**config.mk**
```make
export PLATFORM = sky130hd
export DESIGN_NAME = mux16_rr_arbiter
export DESIGN_NICKNAME = d
export VERILOG_FILES = /design/src/rtl/mux16_rr_arbiter_pkg.sv /design/src/rtl/mux16_rr_arbiter_rr_pick16.sv /design/src/rtl/mux16_rr_arbiter.sv
export SDC_FILE = /design/constraint.sdc
export NUM_CORES = 1
export LEC_CHECK = 0
export CAP_MARGIN = 20
export CORE_UTILIZATION = 52
export CTS_CLUSTER_DIAMETER = 200
export CTS_CLUSTER_SIZE = 8
export DETAILED_ROUTE_END_ITERATION = 6
export PLACE_DENSITY = 0.75
export SYNTH_ARGS = -nofsm -noshare
export SYNTH_HDL_FRONTEND = slang
export SYNTH_HIERARCHICAL = 1
export SYNTH_SLANG_ARGS = --single-unit
```
**constraint.sdc**
```tcl
create_clock -name clk -period 3.9 [get_ports clk]
set_input_delay 0.78 -clock clk [delete_from_list [all_inputs] [get_ports clk]]
set_output_delay 0.78 -clock clk [all_outputs]
set_load 0.05 [all_outputs]
```
**src/rtl/mux16_rr_arbiter_pkg.sv**
```systemverilog
// mux16_rr_arbiter shared definitions:
// requester count, index width, FSM states.
package mux16_rr_arbiter_pkg;

  localparam int ARB_N     = 16;
  localparam int ARB_IDX_W = 4;

  typedef enum logic {
    ARB_IDLE  = 1'b0,
    ARB_GRANT = 1'b1
  } arb_state_e;

endpackage

```
**src/rtl/mux16_rr_arbiter_rr_pick16.sv**
```systemverilog
// rr_pick16: round-robin winner search over
// 16 requests starting at ptr, optional exclude.
module rr_pick16
  import mux16_rr_arbiter_pkg::*;
(
  input  logic [ARB_N-1:0]     req_i,
  input  logic [ARB_IDX_W-1:0] ptr_i,
  input  logic                 excl_en_i,
  input  logic [ARB_IDX_W-1:0] excl_idx_i,
  output logic                 found_o,
  output logic [ARB_IDX_W-1:0] idx_o
);

  logic [ARB_N-1:0]     mask;
  logic [ARB_N-1:0]     rot;
  logic [2*ARB_N-1:0]   dbl;
  logic [ARB_IDX_W-1:0] off;

  // rotate so ptr lands on bit 0, find first set, rotate back
  always_comb begin
    mask = req_i;
    if (excl_en_i) mask[excl_idx_i] = 1'b0;
    dbl  = {mask, mask} >> ptr_i;
    rot  = dbl[ARB_N-1:0];
    off  = '0;
    for (int i = ARB_N - 1; i >= 0; i--) begin
      if (rot[i]) off = ARB_IDX_W'(i);
    end
    found_o = |rot;
    idx_o   = off + ptr_i;
  end

endmodule

```
**src/rtl/mux16_rr_arbiter.sv**
```systemverilog
// mux16_rr_arbiter: round-robin owner of the
// shared mux16x4 read port, with hold-limit preempt.
module mux16_rr_arbiter
  import mux16_rr_arbiter_pkg::*;
#(
  parameter int MAX_HOLD = 8,
  parameter int CNT_W    = 4
) (
  input  logic                 clk,
  input  logic                 rst_n,
  input  logic [ARB_N-1:0]     req,
  output logic [ARB_N-1:0]     gnt,
  output logic [ARB_IDX_W-1:0] sel,
  output logic                 valid
);

  localparam bit PREEMPT_EN = (MAX_HOLD != 0);
  localparam logic [CNT_W-1:0] HOLD_SAT =
    CNT_W'(MAX_HOLD);
  localparam logic [CNT_W-1:0] HOLD_LAST =
    CNT_W'(PREEMPT_EN ? MAX_HOLD - 1 : 0);

  arb_state_e           state_q, state_d;
  logic [ARB_IDX_W-1:0] sel_q, sel_d;
  logic [ARB_IDX_W-1:0] ptr_q, ptr_d;
  logic [CNT_W-1:0]     cnt_q, cnt_d;
  logic [ARB_N-1:0]     gnt_q, gnt_d;
  logic                 valid_q, valid_d;

  logic                 found;
  logic [ARB_IDX_W-1:0] pick;
  logic                 excl_en;
  logic                 preempt;
  logic                 take;

  // while granted, the current owner is never
  // its own successor
  assign excl_en = (state_q == ARB_GRANT);

  rr_pick16 u_pick (
    .req_i      (req),
    .ptr_i      (ptr_q),
    .excl_en_i  (excl_en),
    .excl_idx_i (sel_q),
    .found_o    (found),
    .idx_o      (pick)
  );

  // >= so an owner that saturated while alone is
  // still handed off once a competitor shows up
  assign preempt = PREEMPT_EN && found &&
                   (cnt_q >= HOLD_LAST);

  // next owner, pointer, hold counter
  always_comb begin
    state_d = state_q;
    sel_d   = sel_q;
    ptr_d   = ptr_q;
    cnt_d   = cnt_q;
    valid_d = valid_q;
    take    = 1'b0;
    unique case (state_q)
      ARB_IDLE: begin
        cnt_d = '0;
        take  = found;
      end
      ARB_GRANT: begin
        if (!req[sel_q]) begin
          cnt_d = '0;
          if (found) begin
            take = 1'b1;
          end else begin
            state_d = ARB_IDLE;
            valid_d = 1'b0;
          end
        end else if (preempt) begin
          take = 1'b1;
        end else if (cnt_q != HOLD_SAT) begin
          cnt_d = cnt_q + 1'b1;
        end
      end
    endcase
    if (take) begin
      state_d = ARB_GRANT;
      sel_d   = pick;
      ptr_d   = pick + 1'b1;
      valid_d = 1'b1;
      cnt_d   = '0;
    end
    gnt_d = valid_d ? (ARB_N'(1) << sel_d) : '0;
  end

  // state and registered outputs
  always_ff @(posedge clk or negedge rst_n) begin
    if (!rst_n) begin
      state_q <= ARB_IDLE;
      sel_q   <= '0;
      ptr_q   <= '0;
      cnt_q   <= '0;
      gnt_q   <= '0;
      valid_q <= 1'b0;
    end else begin
      state_q <= state_d;
      sel_q   <= sel_d;
      ptr_q   <= ptr_d;
      cnt_q   <= cnt_d;
      gnt_q   <= gnt_d;
      valid_q <= valid_d;
    end
  end

  assign gnt   = gnt_q;
  assign sel   = sel_q;
  assign valid = valid_q;

endmodule
```
; ---- Yosys cells after proc, flatten, opt, wreduce, memory -nomap -nowiden
; Index checks and enable logic that the tools add are counted.
[totals]
ff_bits = 30
latchBits = 0
ramBits = 0
rom_bits = 0
inputBits = 18
output_inout_bits = 21
n_memories = 0
[op_classes]
addsub = 3
mul = 0
div = 0
magnitude_cmp = 3
n_eq_ne = 3
n_shift = 2
mux = 39
n_bitwise = 3
n_reduce_logical = 4
[op_table]
columns = cell, n
row1 = two-way mux 4 bit, 21
row2 = two-way mux 16 bit, 2
row3 = >> shifter 32 x 4 -> 16 bit, 1
row4 = bitwise AND 16 bit, 1
row5 = inverter 16 bit, 1
row6 = OR reduction 16 bit, 1
row7 = << shifter 1 x 4 -> 16 bit (first input constant), 1
row8 = two-way mux 1 bit, 12
row9 = adder 4 x 1 -> 4 bit (second input constant), 2
row10 = != test 4 bit (second input constant), 2
row11 = one-hot mux 4 bit (2 select lines), 1
row12 = less-than comparator 4 x 5 -> 1 bit (second input constant), 1
row13 = adder 4 bit, 1
row14 = binary-select mux 1 bit (select 4 bit), 1
row15 = demux 1 bit (select 4 bit), 1
row16 = >= comparator 4 x 1 -> 1 bit (second input constant), 1
row17 = >= comparator 4 x 3 -> 1 bit (second input constant), 1
row18 = != test 4 x 3 -> 1 bit (second input constant), 1
row19 = logical AND 1 bit, 2
row20 = one-hot mux 1 bit (2 select lines), 1
row21 = AND reduction 2 bit, 1
row22 = inverter 1 bit, 1

; ---- Longest topological paths before layout
[depth]
word_depth = 28
ltp_mapped = 19
mapped_depth_nobuf = 17

; ---- Hierarchy
; Netlist, hierarchy kept.
[by_module_without_submodules]
columns = mod, n_inst, cells_per_inst, area_each_um2, seq_area_each_um2
row1 = mux16_rr_arbiter, 1, 199, 1890.6, 750.7
row2 = rr_pick16, 1, 155, 1367.6, 0.0

; ---- Worst setup path before layout
; Ideal clock, no wire load.
[synth_path]
kind = flip-flop to flip-flop
from = register sel_q[2], in the netlist sel[2]
to = register ptr_q[3]
arrival_ps = 4219
required_time_ps = 3775
setup_slack_ps = -444
path_stages_with_launch = 18
n_path_buf = 1
synth_period_minus_slack_ps = 4344
path_cell_list = dfrtp_1 > nand3b_1 > o21ai_0 > mux4_2 > mux2_4 > a21o_1 > a2111o_1 > o211ai_2 > o311ai_1 > ha_1 > a21o_1 > a21oi_1 > xor2_1 > xnor2_1 > clkbuf_1 > nand2b_1 > o21ai_0 > mux2_2
[synth_between]
elab_chain_len = 26
word_cells_on_any_way = 35
cone_classes = add/sub: 2 / order compare: 2 / shift: 1 / mux: 25 / bitwise: 2 / reduce/logical: 3
[synth_lines]
columns = item, line_no
row1 = "start, declared", mux16_rr_arbiter.sv:24  ; logic [ARB_IDX_W-1:0] sel_q, sel_d;
row2 = "start signal, assigned", mux16_rr_arbiter.sv:104  ; sel_q <= sel_d;
row3 = less-than comparator 4 x 5 -> 1 bit (implied by the code) / >= comparator 4 x 1 -> 1 bit (equally long branches), mux16_rr_arbiter_rr_pick16.sv:22  ; if (excl_en_i) mask[excl_idx_i] = 1'b0;
row4 = logical AND 1 bit (implied by the code), mux16_rr_arbiter_rr_pick16.sv:22
row5 = two-way mux 1 bit (implied by the code), mux16_rr_arbiter_rr_pick16.sv:22
row6 = demux 1 bit (select 4 bit) (*), --
row7 = inverter 16 bit (no line) (*), --
row8 = bitwise AND 16 bit (no line) (*), --
row9 = two-way mux 16 bit (*), mux16_rr_arbiter_rr_pick16.sv:22
row10 = >> shifter 32 x 4 -> 16 bit (*), mux16_rr_arbiter_rr_pick16.sv:23  ; dbl = {mask, mask} >> ptr_i;
row11 = two-way mux 4 bit (15 in a row), mux16_rr_arbiter_rr_pick16.sv:27  ; if (rot[i]) off = ARB_IDX_W'(i);
row12 = two-way mux 4 bit (*), mux16_rr_arbiter_rr_pick16.sv:27
row13 = adder 4 bit (*), mux16_rr_arbiter_rr_pick16.sv:30  ; idx_o = off + ptr_i;
row14 = net pick[3], mux16_rr_arbiter.sv:31  ; logic [ARB_IDX_W-1:0] pick;
row15 = adder 4 x 1 -> 4 bit (*), mux16_rr_arbiter.sv:86  ; ptr_d = pick + 1'b1;
row16 = "end signal, assigned", mux16_rr_arbiter.sv:105  ; ptr_q <= ptr_d;
row17 = "end, declared", mux16_rr_arbiter.sv:25  ; logic [ARB_IDX_W-1:0] ptr_q, ptr_d;
; The timed path passes the listed nets; every way through them passes the cells marked *. The select of a mux whose other input is x is not followed.
; A chain may end at the register's enable or synchronous reset.

; ---- Worst setup path after layout
[layout_path]
from = register sel_q[2], in the netlist sel[2]
to = register gnt_q[6], in the netlist gnt[6]
[layout_between]
elab_chain_len = 28
word_cells_on_any_way = 41
cone_classes = add/sub: 1 / order compare: 2 / shift: 2 / mux: 31 / bitwise: 2 / reduce/logical: 3
[layout_lines]
columns = item, line_no
row1 = less-than comparator 4 x 5 -> 1 bit (implied by the code) / >= comparator 4 x 1 -> 1 bit (equally long branches), mux16_rr_arbiter_rr_pick16.sv:22
row2 = logical AND 1 bit (implied by the code), mux16_rr_arbiter_rr_pick16.sv:22
row3 = two-way mux 1 bit (implied by the code), mux16_rr_arbiter_rr_pick16.sv:22
row4 = demux 1 bit (select 4 bit) (*), --
row5 = inverter 16 bit (no line) (*), --
row6 = bitwise AND 16 bit (no line) (*), --
row7 = two-way mux 16 bit (*), mux16_rr_arbiter_rr_pick16.sv:22
row8 = >> shifter 32 x 4 -> 16 bit (*), mux16_rr_arbiter_rr_pick16.sv:23
row9 = two-way mux 4 bit (15 in a row), mux16_rr_arbiter_rr_pick16.sv:27
row10 = two-way mux 4 bit (*), mux16_rr_arbiter_rr_pick16.sv:27
row11 = adder 4 bit (*), mux16_rr_arbiter_rr_pick16.sv:30
row12 = net pick[1], mux16_rr_arbiter.sv:31
row13 = two-way mux 4 bit (*), mux16_rr_arbiter.sv:83  ; if (take) begin
row14 = << shifter 1 x 4 -> 16 bit (*), mux16_rr_arbiter.sv:90  ; gnt_d = valid_d ? (ARB_N'(1) << sel_d) : '0;
row15 = two-way mux 16 bit (*), mux16_rr_arbiter.sv:90
row16 = net gnt_d[6], mux16_rr_arbiter.sv:27  ; logic [ARB_N-1:0] gnt_q, gnt_d;
row17 = "end signal, assigned", mux16_rr_arbiter.sv:107  ; gnt_q <= gnt_d;
row18 = "end, declared", mux16_rr_arbiter.sv:27
; Marked as above.

==> impl_results.md <==
* Worst Hold Launch: cnt_q[3]
* Detailed Route WL at 11100 um
* R2r endpoint: gnt[6]
* Worst-path cell chain: buf_6, nand3b_1, o21ai_2, mux4_2, mux2_4, a21o_1, a2111o_1, o211ai_2, o311ai_2, ha_2, buf_6, fa_2, nand2_8, nor3_2, nand3_1, a211oi_2
* Most frequent cell after synthesis: dfrtp_1
* Total negative slack at -7600 ps
* First-pass GRT wire length at approximately 17000 um
* Failing checks: negative setup slack
* GPL Wtd Cong at 0.962
* Ys flop type: dfrtp_1
* Number of synthesized flops with an enable pin at 0
* Io pins at 39
* Worst min path class: reg -> reg
* Initial antenna violation count at 0
* Clk buf depth at 2
* Highest clock rate at ~230 MHz
* Max Cap Violations at 0
* Cell taking the most area after synthesis: dfrtp_1
* RR Startpoint: sel[2]
* Synthesized flop and latch total at 30
* Final Skew at around 6.0 ps
* Largest net degree at the start of global routing at 26
* Hold buffer count at CTS at 0
* Endpoint type of the worst setup path: flop
* Worst path top cell family by delay: compound AO/OA/AOI/OAI gates
* Layout overhead on the synthesized area at 48.0%
* Final nets at between 400 and 500
* Layout cell share with drive strength beyond 1 at 47.4%
* Post-Place Worst Slack at -992 ps
* Core ar. at roughly 0.006 mm2
* Rel. slew slack at between 50 and 60%
* Starting density of the core at 54.4%
* Synth Cell Area at roughly 0.0033 mm2
* Clock Sinks at 30
* CP required at just over 4000 ps
* H-tree levels at 2
* Die H at ~81 um
* Avg WL per Cell at about 21 um
* Number of distinct library cells after synthesis at 64
* Final setup fails at 22
* Post-layout minimum cycle time at roughly 4400 ps
* Yosys warning count at 6
* Post-layout util at 80.5%
* Worst path slowest cell: fa_2
* Commonest cells post-synth: 30 x dfrtp_1, 28 x nand3_1, 27 x nand2_1, 23 x nor2_1, 19 x o21ai_0
* Num CTS Buffers at 5
* Reg2reg setup slack at -460 ps
* Final count of hold timing violations at 0
* Seq/Total Area, Yosys at 23.0%
* DR iter-0 viols at approximately 350
* Most used cell, CP: buf_6
* Data arrival, critical path at about 4500 ps
* Clock tree from TritonCTS: yes
* Ant diodes at 0
* WHS Endpoint: cnt_q[3]
* Path depth of the worst reg2reg path at 16
* Worst-path maximum fanout at 7
* Synth Area per Inst at ~9 um2
* GRT Total Usage at 33.7%
* DP Wirelength at between 7000 and 8000 um
* Die X at about 81 um
* Final Slew Violations at 0
* Clock Root Buffer: clkbuf_8
* Hold path cells at 2
* Drt drc at 0
* Input/output buffers at 38
* Vias at ~3500
* # rows at 28
* Antenna Nets Post-Route at 0
* GRT Residual Overflow at 0
* Worst-Margin Slew at ~750 ps
* Net Count, Synth at between 300 and 400
* Synth top area cells: dfrtp_1 23%, mux4_2 11%, mux2i_1 4.6%, nand3_1 4.3%, a21o_1 4.1%
* Clock transition at the registers of the reported paths at ~70 ps
* Worst skew pair latency at roughly 290 ps
* Post-Syn Instances at between 300 and 400
* Fin crit share at 112%
* Vias in the first global route at 3192
* Worst setup SP type: flop
* Pre-Repair DR Iteration Count at 5
* Outcome: complete, but fails checks
* Synth top area share at a little under a quarter
* Setup ws final at -459 ps
* Worst path max stage delay at around 750 ps
* Vias/cell at 6.57
* Die ar. at approximately 0.0066 mm2
* WP buf/inv at 2
* Crit Path Class: reg -> reg
* RSZ-0062 raised after global routing: true
* Ys async rst share at 100%
logic make-up after synthesis:
family                     Yosys count  synth area share, %
xor gates and xnor gates             9                 2.42
and+or+nand+nor                    123                 19.3
adders and majority gates            7                 2.92
AOI/OAI and AO/OA                  103                 24.9
DFF                                 30                 23.0
buffers and inverters               34                 5.49
muxes                               48                 21.9
registers in the layout (all words and copies together), names as in the netlist:
signal / cells
ptr_q: 4
gnt: 16
cnt_q: 4
excl_en: 1
valid: 1
sel: 4
per-stage QoR:
step	cells	cell area [um2]	hold WS, ps
2_1_floorplan	354	3300	481
3_3_place_gp	506	4190	555
3_5_place_dp	506	4190	556
4_1_cts	522	4580	576
5_1_grt	531	4820	603
6_report	531	4820	579
worst reg2reg max path, stage by stage (launching register included):
cell and delay, ps:
dfrtp_4 510, buf_6 130, nand3b_1 220, o21ai_2 110
mux4_2 490, mux2_4 310, a21o_1 160, a2111o_1 370
o211ai_2 90, o311ai_2 100, ha_2 220, buf_6 120
fa_2 750, nand2_8 120, nor3_2 130, nand3_1 120
a211oi_2 290
timing repair:
action	CTS	global route
pin swaps	32	28
cloned	0	0
resized for setup	76	36
setup endpoints to repair	22	24
setup buffers	9	9
per-layer routing:
metal / global-route usage, % / share of wire (%) / up-vias
li1: - / - / 1556
met1: 48.0 / 42 / 1701
met2: 51.5 / 47 / 202
met3: 7.08 / 8.9 / 29
met4: 9.11 / 2.2 / 0
met5: 0 / 0 / -
layout by cell type (no fill, tap or decap), drive strengths merged, types with 2 or more instances in the layout:
master,n
dlygate4sd2,16
nor3,11
buf,84
xnor2,3
nand3,28
nand3b,3
nand2b,6
nor4,2
a21o,18
a21oi,5
ha,6
a21bo,2
o211ai,7
mux4,16
o21ai,30
mux2i,18
nor2b,7
or3b,2
inv,6
clkbuf,7
or4,2
xor2,6
mux2,14
a211oi,17
and3,2
o2111ai,7
dfrtp,30
or2,2
and2,2
nor2,23
a22o,2
clkdlybuf4s50,22
nand2,28
o31ai,5
worst max path at each step:
stage / from / endpoint / slack, ps / cells past startpoint
2_1_floorplan: sel[0] / gnt[9] / -20 / 18
3_3_place_gp: req[5] / gnt[2] / -920 / 17
3_5_place_dp: req[12] / gnt[2] / -990 / 17
4_1_cts: sel[2] / gnt[0] / -370 / 18
5_1_grt: sel[2] / gnt[9] / -530 / 19
6_report: sel[2] / gnt[6] / -460 / 16
area by class of cell:
cell class	instances	area [um2]
clock buffers	7	86.3
multi-input cells	290	2740
fillers	389	1170
flip-flops and latches	30	761
inverters	7	26.3
well taps	75	93.8
repair buffers	122	1110
Power is not shown: default switching activity piles up to over one toggle a cycle in this logic, so the estimate is an artifact.
